## config.mk

```make
export PLATFORM = sky130hd
export DESIGN_NAME = contador_bcd_multidigito
export DESIGN_NICKNAME = d
export VERILOG_FILES = /design/src/rtl/contador_bcd_multidigito.sv
export SDC_FILE = /design/constraint.sdc
export NUM_CORES = 1
export LEC_CHECK = 0
export CAP_MARGIN = 10
export CORE_MARGIN = 2
export CORE_UTILIZATION = 45
export CTS_BUF_LIST = sky130_fd_sc_hd__clkbuf_4 sky130_fd_sc_hd__clkbuf_8
export DETAILED_ROUTE_END_ITERATION = 8
export PLACE_DENSITY = 0.84
export SETUP_SLACK_MARGIN = 0.4
export SLEW_MARGIN = 20
export SYNTH_ARGS = -nofsm -noshare
export SYNTH_HDL_FRONTEND = slang
export SYNTH_SLANG_ARGS = --single-unit
```

## constraint.sdc

```tcl
create_clock -name clock -period 1.9 [get_ports clock]
set_input_delay 0.285 -clock clock [delete_from_list [all_inputs] [get_ports clock]]
set_output_delay 0.285 -clock clock [all_outputs]
set_load 0.02 [all_outputs]
```

## src/rtl/contador_bcd_multidigito.sv

```systemverilog
// rtl/contador_bcd_multidigito.sv - cascaded BCD up/down counter with count/lap/stop/clear control
module contador_bcd_multidigito #(
    parameter int DIGITS  = 2,
    parameter int MOD_MSD = 6
) (
    input  logic                  clock,
    input  logic                  reset,
    input  logic                  tick,
    input  logic                  contar,
    input  logic                  pausar,
    input  logic                  parar,
    input  logic                  zerar,
    input  logic                  descer,
    input  logic                  load,
    input  logic [4*DIGITS-1:0]   load_valor,
    output logic [4*DIGITS-1:0]   num_saida_contador,
    output logic [4*DIGITS-1:0]   num_saida_display,
    output logic                  carry_out,
    output logic [1:0]            estado
);

    localparam int W = 4 * DIGITS;

    typedef enum logic [1:0] {
        ST_RESET  = 2'd0,
        ST_CONTAR = 2'd1,
        ST_PAUSAR = 2'd2,
        ST_PARAR  = 2'd3
    } state_t;

    state_t         r_state;
    state_t         w_next_state;
    logic [W-1:0]   r_count;
    logic [W-1:0]   r_display;
    logic           r_carry;
    logic [W-1:0]   w_count_step;
    logic [W-1:0]   w_load_sat;
    logic           w_count_en;
    logic           w_load_en;
    logic           w_wrap;
    logic           w_chain;
    logic [3:0]     w_digit;
    logic [3:0]     w_max;
    logic [3:0]     w_ld_digit;
    logic [3:0]     w_ld_max;

    // Largest legal value of digit k: the top digit uses MOD_MSD, the rest are decimal.
    function automatic logic [3:0] digit_max(input int k);
        return (k == DIGITS - 1) ? 4'(MOD_MSD - 1) : 4'd9;
    endfunction

    // Counting happens in CONTAR and in PAUSAR (lap mode keeps time running).
    assign w_count_en = tick && ((r_state == ST_CONTAR) || (r_state == ST_PAUSAR));
    // Presets are only taken while the counter is idle or stopped.
    assign w_load_en  = load && ((r_state == ST_RESET) || (r_state == ST_PARAR));

    // State register.
    always_ff @(posedge clock or negedge reset) begin
        if (!reset) begin
            r_state <= ST_RESET;
        end else begin
            r_state <= w_next_state;
        end
    end

    // Next-state decode; clear beats everything, and an accepted load freezes the state.
    always_comb begin
        w_next_state = r_state;
        if (zerar) begin
            w_next_state = ST_RESET;
        end else if (w_load_en) begin
            w_next_state = r_state;
        end else begin
            case (r_state)
                ST_RESET: begin
                    if (pausar)      w_next_state = ST_PAUSAR;
                    else if (contar) w_next_state = ST_CONTAR;
                end
                ST_CONTAR: begin
                    if (parar)       w_next_state = ST_PARAR;
                    else if (pausar) w_next_state = ST_PAUSAR;
                end
                ST_PAUSAR: begin
                    if (contar)      w_next_state = ST_CONTAR;
                    else if (parar)  w_next_state = ST_PARAR;
                end
                ST_PARAR: begin
                    if (contar)      w_next_state = ST_CONTAR;
                end
                default: w_next_state = ST_RESET;
            endcase
        end
    end

    // Ripple the up/down step through the digits; w_chain stays high while every lower digit sits at its boundary.
    always_comb begin
        w_count_step = r_count;
        w_chain      = 1'b1;
        w_digit      = 4'd0;
        w_max        = 4'd0;
        for (int k = 0; k < DIGITS; k++) begin
            w_digit = r_count[4*k +: 4];
            w_max   = digit_max(k);
            if (w_chain) begin
                if (descer) begin
                    w_count_step[4*k +: 4] = (w_digit == 4'd0) ? w_max : (w_digit - 4'd1);
                end else begin
                    w_count_step[4*k +: 4] = (w_digit >= w_max) ? 4'd0 : (w_digit + 4'd1);
                end
            end
            w_chain = w_chain && (descer ? (w_digit == 4'd0) : (w_digit >= w_max));
        end
        w_wrap = w_chain;
    end

    // Clamp each preset digit to its maximum so the counter never holds an illegal code.
    always_comb begin
        w_load_sat = '0;
        w_ld_digit = 4'd0;
        w_ld_max   = 4'd0;
        for (int k = 0; k < DIGITS; k++) begin
            w_ld_digit = load_valor[4*k +: 4];
            w_ld_max   = digit_max(k);
            w_load_sat[4*k +: 4] = (w_ld_digit > w_ld_max) ? w_ld_max : w_ld_digit;
        end
    end

    // Count, display and wrap pulse; the display is frozen only while sitting in PAUSAR.
    always_ff @(posedge clock or negedge reset) begin
        if (!reset) begin
            r_count   <= '0;
            r_display <= '0;
            r_carry   <= 1'b0;
        end else if (zerar) begin
            r_count   <= '0;
            r_display <= '0;
            r_carry   <= 1'b0;
        end else if (w_load_en) begin
            r_count   <= w_load_sat;
            r_display <= w_load_sat;
            r_carry   <= 1'b0;
        end else begin
            r_carry <= w_count_en && w_wrap;
            if (w_count_en) begin
                r_count <= w_count_step;
            end
            if (r_state != ST_PAUSAR) begin
                r_display <= w_count_en ? w_count_step : r_count;
            end
        end
    end

    assign num_saida_contador = r_count;
    assign num_saida_display  = r_display;
    assign carry_out          = r_carry;
    assign estado             = r_state;

endmodule

```

# Word-level counts from Yosys, hierarchy flattened
# Index checks and enable logic that the tools add are counted.
# totals
ff_bits,19
elab_cells,58
# op_classes
add_sub_neg,4
order_cmp,4
eq_ne,7
mux,28
n_reduce_logical,11
# ops
op,count
$mux W8,6
$mux W4,9
$mux W2,8
$add A4 B1 Y4 const B,2
$logic_not A4 Y1,2
$ne A4 B4 Y1 const B,2
$pmux W2 S4,1
$sub A4 B1 Y4 const B,2
$eq A2 B2 Y1 const B,2
$ge A4 B3 Y1 const B,1
$ge A4 B4 Y1 const B,1
$gt A4 B3 Y1 const B,1
$gt A4 B4 Y1 const B,1
$logic_and A1 B1 Y1,4
$mux W1,4
$ne A2 B2 Y1 const B,2
$reduce_and A3 Y1,1
$reduce_bool A3 Y1,1
$eq A2 B1 Y1 const B,1
$logic_not A2 Y1,1
$logic_or A1 B1 Y1,2

# Logic depth before layout (Yosys ltp)
# Gate-level depths: netlist (run 1).
# logic_depth
depth_word,8
ltp_mapped,7
ltp_nobuf,7

# Worst setup path after synthesis (run 1)
# Ideal clock, no wire load.
# synth_path
path_kind,register -> register
start,"register r_state[0], in the netlist estado[0]"
end,"register r_display[0], in the netlist num_saida_display[0]"
arrival_time_ns,1.984
setup_slack_ns,-0.209
path_stages_with_launch,8
path_buffers,0
synth_period_minus_slack_ns,2.109
cell_sequence,dfrtp_1 inv_1 ha_1 and2_1 mux2_2 a221oi_1 o21ai_1 mux2_2
# synth_via
elab_chain_cells,7
elab_cells_between_ends,14
classes_between,4 x eq/ne; 4 x mux; 6 x reduce/logical
# synth_rtl
item,line_no,source
"start, declared",31,state_t r_state;
"start signal, assigned",62,r_state <= w_next_state;
$eq A2 B1 Y1 / $eq A2 B2 Y1 (equally long branches),53,assign w_count_en = tick && ((r_state == ST_CONTAR) || (r_state == ST_PAUSAR));
$logic_or A1 B1 Y1,53,
$logic_and A1 B1 Y1,53,
$mux W8,148,r_display <= w_count_en ? w_count_step : r_count;
$mux W8,147,if (r_state != ST_PAUSAR) begin
$mux W8,138,end else if (w_load_en) begin
$mux W8,134,end else if (zerar) begin
"end signal, assigned",140,r_display <= w_load_sat;
"end signal, assigned",148,
"end, declared",34,logic [W-1:0] r_display;
# Parallel ways exist; a longest one is shown, timed or not. The select of a mux whose other input is x is not followed.
# A chain may end at the register's enable or synchronous reset.

# Final worst setup path (run 1)
# layout_path
start,"register r_count[1], in the netlist num_saida_contador[1]"
end,"register r_display[6], in the netlist num_saida_display[6]"
# layout_via
elab_chain_cells,7
elab_cells_between_ends,8
classes_between,1 x order compare; 6 x mux; 1 x reduce/logical
# layout_rtl
item,line_no,source
"start, declared",33,logic [W-1:0] r_count;
"start signal, assigned",139,r_count <= w_load_sat;
"start signal, assigned",145,r_count <= w_count_step;
$ge A4 B4 Y1 / $logic_not A4 Y1 (equally long branches),111,w_chain = w_chain && (descer ? (w_digit == 4'd0) : (w_digit >= w_max));
$mux W1 *,111,
$mux W4 *,104,if (w_chain) begin
$mux W8 *,148,
$mux W8 *,147,
$mux W8 *,138,
$mux W8 *,134,
# Every way passes the cells marked *; elsewhere a longest branch is shown, timed or not. The select of a mux whose other input is x is not followed.

==> flow_metrics.env, run 1 <==
export IMPL_status="finished, violations left"
export IMPL_violations="setup timing"
export IMPL_postSynthAreaPerCell_um2=8.68
export IMPL_max_cap_violations=0
export IMPL_timing_hold_violations_final=0
export IMPL_per_cell_routed_wire_length_um=17.8
export IMPL_synth_sequential_area_ratio=0.342
export IMPL_n_fill_cell=188
export IMPL_flow_area_growth_from_synthesis_pct=68.6
export IMPL_critical_path_class="reg2reg"
export IMPL_design_area_mm2=0.00234
export IMPL_critPathCaptureType="register"
export IMPL_dp_hpwl_um=3190
export IMPL_clock_insertion_delay_worst_skew_ns=0.30
export IMPL_grt_max_degree=20
export IMPL_die_x_um=59.6
export IMPL_setup_violations_final=8
export IMPL_cts_inserted_buffers=3
export IMPL_critical_path_required_ns=2.12
export IMPL_post_place_ws_ns=-0.140
export IMPL_startpoint_type="register"
export IMPL_irDropWorstVdd_uv=1160
export IMPL_vias_per_inst=5.99
export IMPL_cts_clk_slew_worst_paths_ns=0.10
export IMPL_worstPathMaxFanout=4
export IMPL_grt_usage=0.266
export IMPL_die_h_um=59.6
export IMPL_placed_area_mm2=0.00204
export IMPL_drive_gt1_frac=0.419
export IMPL_clock_root_buffer="sky130_fd_sc_hd__clkbuf_4"
export IMPL_drt_pass1_iterations=4
export IMPL_cp_arrival_ns=2.19
export IMPL_grt_pass1_vias=1644
export IMPL_cts_sinks=19
export IMPL_critical_path_max_stage_delay_ns=0.43
export IMPL_period_minus_slack_ns=1.97
export IMPL_clock_tree_buffer_depth=2
export IMPL_final_setup_tns_ns=-0.311
export IMPL_final_core_density=0.780
export IMPL_synth_edf_count=0
export IMPL_first_pass_grt_wire_length_um=7130
export IMPL_clock_fmax_ghz=0.507
export IMPL_critPathBufInv=1
export IMPL_ys_ff_latch=19
export IMPL_synth_nets=188
export IMPL_maxSlewHeadroom=0.708
export IMPL_yosys_warnings=0
export IMPL_synthArstFlopShare=1.00
export IMPL_antenna_cells=0
export IMPL_hold_path_class="in2async"
export IMPL_portBuffers=35
export IMPL_critical_path_cell_chain="inv_2, ha_4, or3b_4, and4_4, a31o_4, mux2i_4, a211oi_2"
export IMPL_worst_path_dominant_cell_family="simple AND/OR/NAND/NOR gates"
export IMPL_floorplan_initialDensity=0.463
export IMPL_ant_nets=0
export IMPL_design_core_area_mm2=0.00300
export IMPL_leakagePower_nw=1.07
export IMPL_antenna_violations_before_repair=0
export IMPL_routed_via_count=1600
export IMPL_tritoncts="yes"
export IMPL_power_per_cell_area_mw_per_mm2=1460
export IMPL_synth_cell_types=43
export IMPL_synth_cells=160
export IMPL_routed_wire_length_um=4760
export IMPL_final_max_slew_viol_count=0
export IMPL_routabilityCongestion=0.962
export IMPL_worst_pin_slew_ns=0.437
export IMPL_drt_initial_drc_count=136
export IMPL_post_route_drc_count=0
export IMPL_final_setup_worst_slack_ns=-0.0716
export IMPL_worstSetupPathDepth=7
export IMPL_hold_slack_ns=0.337
export IMPL_grt_overflow=0
export IMPL_r2r_cells=7
export IMPL_grt_setup_unrepaired="yes"
export IMPL_cts_max_level=1
export IMPL_critical_path_slowest_cell="sky130_fd_sc_hd__dfrtp_2"
export IMPL_netlist_area_mm2=0.00139
export IMPL_dieArea_mm2=0.00355
export IMPL_floorplan_io_pins=36
export IMPL_timing_final_crit_share=1.04
export IMPL_fin_nets=263
export IMPL_ys_dominant_reg_cell="sky130_fd_sc_hd__dfrtp_1"
export IMPL_standard_cell_row_count=20
export IMPL_skew_ns=0.00190
[final cells by class]
cell class	count	area [um^2]	area share
well taps	33	41.3	0.0176
clock buffers	4	30.0	0.0128
inverters	12	50.0	0.0214
flip-flops and latches	19	482	0.206
multi-input cells	126	1100	0.471
repair buffers	73	634	0.271
[flip-flops by register name, indices dropped and copies added, names as in the netlist]
signal              cells
num_saida_contador      8
num_saida_display       8
estado                  2
carry_out               1
[worst paths after layout]
check	startpoint	endpoint	slack (ns)
min reg2reg	num_saida_display[0]	num_saida_display[0]	0.51
max	num_saida_contador[1]	num_saida_display[6]	-0.07
max in group asynchronous	reset	estado[1]	1.34
max reg2reg	num_saida_contador[1]	num_saida_display[6]	-0.07
min	reset	num_saida_display[0]	0.34
min in group clock	num_saida_display[0]	num_saida_display[0]	0.51
[where the power goes]
part	internal, mW	switching [mW]
clock network	0.0962	0.124
registers	0.534	0.106
logic	1.24	1.31
total	1.87	1.54
[synthesized netlist by cell type (3+ instances only)]
library cell | n | area (um^2)
sky130_fd_sc_hd__nand2_1 | 13 | 48.8
sky130_fd_sc_hd__nor3_1 | 4 | 20.0
sky130_fd_sc_hd__o22ai_1 | 4 | 25.0
sky130_fd_sc_hd__nand3_1 | 3 | 15.0
sky130_fd_sc_hd__ha_1 | 11 | 138
sky130_fd_sc_hd__mux2i_1 | 4 | 40.0
sky130_fd_sc_hd__nand2b_1 | 4 | 25.0
sky130_fd_sc_hd__o21ai_1 | 3 | 15.0
sky130_fd_sc_hd__a211oi_1 | 4 | 30.0
sky130_fd_sc_hd__a21oi_1 | 9 | 45.0
sky130_fd_sc_hd__o21ai_0 | 14 | 70.1
sky130_fd_sc_hd__dfrtp_1 | 19 | 475
sky130_fd_sc_hd__mux2_2 | 3 | 33.8
sky130_fd_sc_hd__inv_1 | 11 | 41.3
sky130_fd_sc_hd__nor2_1 | 16 | 60.1
sky130_fd_sc_hd__a31oi_1 | 4 | 25.0
[cell families (layout without fill, tap and decap cells)]
logic type	after synthesis	in the layout	share of synthesized area
buf+inv	15	89	0.0414
fa+ha+maj	11	11	0.0991
flops	19	19	0.342
simple gates	54	54	0.202
mux	8	8	0.0613
compound gates	53	53	0.254
[layer usage]
| layer | up-vias | part of all wire | GRT usage |
|---|---|---|---|
| met1 | 769 | 0.41 | 0.336 |
| met2 | 88 | 0.52 | 0.452 |
| li1 | 735 | - | - |
| met4 | 0 | 0.014 | 0.133 |
| met5 | - | 0 | 0 |
| met3 | 8 | 0.060 | 0.0262 |
[what timing repair did]
item	in CTS	in global routing
pin swaps	15	8
buffers inserted	7	2
resized for setup	49	31
setup endpoints to repair	38	25
hold buffers	0	0
[worst register-to-register path, delay by kind of cell (launching register included)]
family	cells	cell delay [ns]
flip-flops	1	0.43
AO/OA/AOI/OAI	2	0.43
adder cells (fa/ha/maj)	1	0.14
buffers and inverters	1	0.09
AND/OR/NAND/NOR	2	0.60
multiplexers	1	0.21
[cells in the final DEF, fill, tap and decap left out, types with 5 or more instances in the layout]
cell and instances:
sky130_fd_sc_hd__o21ai_0 12, sky130_fd_sc_hd__dfrtp_2 5, sky130_fd_sc_hd__nand2_1 9, sky130_fd_sc_hd__dfrtp_1 14, sky130_fd_sc_hd__clkdlybuf4s50_1 16, sky130_fd_sc_hd__a21oi_1 6, sky130_fd_sc_hd__dlygate4sd2_1 12, sky130_fd_sc_hd__buf_4 32
sky130_fd_sc_hd__nor2_1 15, sky130_fd_sc_hd__inv_1 6, sky130_fd_sc_hd__buf_6 6, sky130_fd_sc_hd__ha_1 7
[through the flow]
stage	power, mW	std cells
after floorplan	1.76	160
after global placement	2.48	254
after detailed placement	2.57	254
after CTS	3.03	265
after global routing	3.61	267
final	3.42	267
No activity file was read; power rests on OpenSTA's default activity.
==> run 2: changes to the inputs <==
--- a/config.mk
+++ b/config.mk
@@ -7,10 +7,10 @@
 export LEC_CHECK = 0
 export CAP_MARGIN = 10
 export CORE_MARGIN = 2
-export CORE_UTILIZATION = 45
+export CORE_UTILIZATION = 44
 export CTS_BUF_LIST = sky130_fd_sc_hd__clkbuf_4 sky130_fd_sc_hd__clkbuf_8
 export DETAILED_ROUTE_END_ITERATION = 8
-export PLACE_DENSITY = 0.84
+export PLACE_DENSITY = 0.82
 export SETUP_SLACK_MARGIN = 0.4
 export SLEW_MARGIN = 20
 export SYNTH_ARGS = -nofsm -noshare
==> run 2 against run 1 <==
The run still ends with setup timing left; via count rose by 8.3%; die area rose by 2.1%; largest cell class unchanged; global-route usage rose by 3.2 points; maximum frequency barely moved; hold slack got worse by 0.033 ns.
==> flow_metrics.env, run 2 (same netlist as run 1, synthesis figures left out) <==
export IMPL_timing_hold_violations_final=0
export IMPL_final_setup_tns_ns=-0.298
export IMPL_period_minus_slack_ns=1.97
export IMPL_place_detailed_instances=264
export IMPL_most_common_layout_cells="39 x sky130_fd_sc_hd__buf_4, 16 x sky130_fd_sc_hd__clkdlybuf4s50_1, 14 x sky130_fd_sc_hd__nor2_1, 14 x sky130_fd_sc_hd__dfrtp_1, 14 x sky130_fd_sc_hd__buf_6"
export IMPL_timing_rr_start="num_saida_contador[0]"
export IMPL_flow_area_growth_from_synthesis_pct=78.4
export IMPL_floorplan_io_pins=36
export IMPL_irDropWorstVdd_uv=1140
export IMPL_grt_setup_unrepaired="yes"
export IMPL_critical_path_class="reg2reg"
export IMPL_cts_hold_fix_buffers=0
export IMPL_final_instance_count_excl_fill=292
export IMPL_final_core_density=0.818
export IMPL_skew_ns=0.00184
export IMPL_r2r_cells=7
export IMPL_cts_max_level=1
export IMPL_timing_final_crit_share=1.04
export IMPL_dp_hpwl_um=3230
export IMPL_drive_gt1_frac=0.435
export IMPL_ant_nets=0
export IMPL_critical_path_required_ns=2.09
export IMPL_clock_tree_buffer_depth=2
export IMPL_cts_inserted_buffers=3
export IMPL_setup_violations_final=8
export IMPL_cp_arrival_ns=2.16
export IMPL_fin_nets=277
export IMPL_drt_initial_drc_count=171
export IMPL_grt_usage=0.298
export IMPL_tritoncts="yes"
export IMPL_timing_reg2reg_setup_slack_ns=-0.07
export IMPL_standard_cell_row_count=20
export IMPL_layout_commonest_cell="sky130_fd_sc_hd__buf_4"
export IMPL_post_place_ws_ns=-0.143
export IMPL_max_cap_violations=0
export IMPL_first_pass_grt_wire_length_um=7960
export IMPL_hold_slack_ns=0.304
export IMPL_clock_insertion_delay_worst_skew_ns=0.31
export IMPL_die_x_um=60.2
export IMPL_dieArea_mm2=0.00362
export IMPL_post_route_drc_count=0
export IMPL_cts_clk_slew_worst_paths_ns=0.11
export IMPL_routed_via_count=1732
export IMPL_portBuffers=35
export IMPL_critPathCaptureType="register"
export IMPL_final_max_slew_viol_count=0
export IMPL_leakagePower_nw=1.15
export IMPL_cts_sinks=19
export IMPL_vias_per_inst=5.93
export IMPL_grt_overflow=0
export IMPL_startpoint_type="register"
export IMPL_per_cell_routed_wire_length_um=19.1
export IMPL_routabilityCongestion=0.980
export IMPL_worst_pin_slew_ns=0.498
export IMPL_antenna_cells=0
export IMPL_floorplan_initialDensity=0.459
export IMPL_grt_max_degree=20
export IMPL_hold_path_class="in2async"
export IMPL_grt_pass1_vias=1660
export IMPL_final_setup_worst_slack_ns=-0.0708
export IMPL_maxSlewHeadroom=0.663
export IMPL_status="finished, violations left"
export IMPL_clock_fmax_ghz=0.507
export IMPL_worstPathMaxFanout=4
export IMPL_violations="setup timing"
export IMPL_design_core_area_mm2=0.00303
export IMPL_reg2reg_to="num_saida_contador[6]"
export IMPL_power_per_cell_area_mw_per_mm2=1500
export IMPL_drt_pass1_iterations=5
export IMPL_routed_wire_length_um=5580
export IMPL_antenna_violations_before_repair=0
export IMPL_die_h_um=60.2
export IMPL_clock_root_buffer="sky130_fd_sc_hd__clkbuf_4"
[run 2: changes by cell type in the layout (fill, tap and decap cells not counted), moves of 2 or more]
cell	delta
sky130_fd_sc_hd__o21ai_1	+4
sky130_fd_sc_hd__a31oi_2	-2
sky130_fd_sc_hd__buf_4	+7
sky130_fd_sc_hd__a31oi_1	+2
sky130_fd_sc_hd__clkbuf_2	+2
sky130_fd_sc_hd__nand2_1	+2
sky130_fd_sc_hd__nand2_2	-2
sky130_fd_sc_hd__buf_6	+8
sky130_fd_sc_hd__o21ai_2	-3
[run 2: critical path, cell delays in order (launching register included)]
cell and delay (ns):
sky130_fd_sc_hd__dfrtp_2 0.44, sky130_fd_sc_hd__inv_2 0.08, sky130_fd_sc_hd__ha_4 0.13, sky130_fd_sc_hd__or3b_4 0.38, sky130_fd_sc_hd__and4_4 0.21, sky130_fd_sc_hd__a31o_4 0.24, sky130_fd_sc_hd__mux2i_2 0.26, sky130_fd_sc_hd__a21oi_1 0.12
[run 2: metal layers]
| layer | share of wire | GRT usage |
|---|---|---|
| met1 | 0.41 | 0.370 |
| met2 | 0.49 | 0.500 |
| met3 | 0.064 | 0.0498 |
| met4 | 0.035 | 0.143 |
| met5 | 0 | 0 |
[run 2: layout make-up]
| cell class | count | area [um^2] |
|---|---|---|
| Clock buffer | 4 | 30.0 |
| Fill cell | 156 | 551 |
| Inverter | 12 | 47.5 |
| Multi-Input combinational cell | 126 | 1100 |
| Sequential cell | 19 | 482 |
| Tap cell | 44 | 55.1 |
| Timing Repair Buffer | 87 | 764 |
[run 2: report_power, final]
group	switching (mW)	internal, mW	total [mW]
registers	0.120	0.534	0.654
logic	1.41	1.42	2.83
clock network	0.130	0.0963	0.227
total	1.66	2.05	3.71
[run 2: how the worst max path moves through the flow]
stage,from,depth (start not counted),end
after floorplan,num_saida_contador[0],7,num_saida_display[6]
after global placement,descer,7,num_saida_display[3]
after detailed placement,descer,6,num_saida_contador[5]
after CTS,num_saida_contador[0],7,num_saida_contador[5]
after global routing,estado[1],8,num_saida_contador[6]
final,num_saida_contador[0],7,num_saida_contador[6]
[run 2: repair_timing]
action                                  4_1_cts  5_1_grt
setup buffers                                13       11
endpoints found under the setup margin       38       28
gates cloned                                  0        0
pin swaps                                    14       10
gates resized for setup                      60       27
[run 2: through the flow]
step	area, um^2	power [mW]
3_3_place_gp	2050	2.49
3_5_place_dp	2050	2.59
6_report	2480	3.71
5_1_grt	2480	3.91
4_1_cts	2320	3.27
2_1_floorplan	1450	1.76
==> run 3: changes to the inputs <==
--- a/config.mk
+++ b/config.mk
@@ -9,6 +9,7 @@
 export CORE_MARGIN = 2
 export CORE_UTILIZATION = 44
 export CTS_BUF_LIST = sky130_fd_sc_hd__clkbuf_4 sky130_fd_sc_hd__clkbuf_8
+export CTS_CLUSTER_DIAMETER = 60
 export DETAILED_ROUTE_END_ITERATION = 8
 export PLACE_DENSITY = 0.82
 export SETUP_SLACK_MARGIN = 0.4
==> results of run 3 <==
The final DEF is identical to that of run 2; final timing and power are the same.
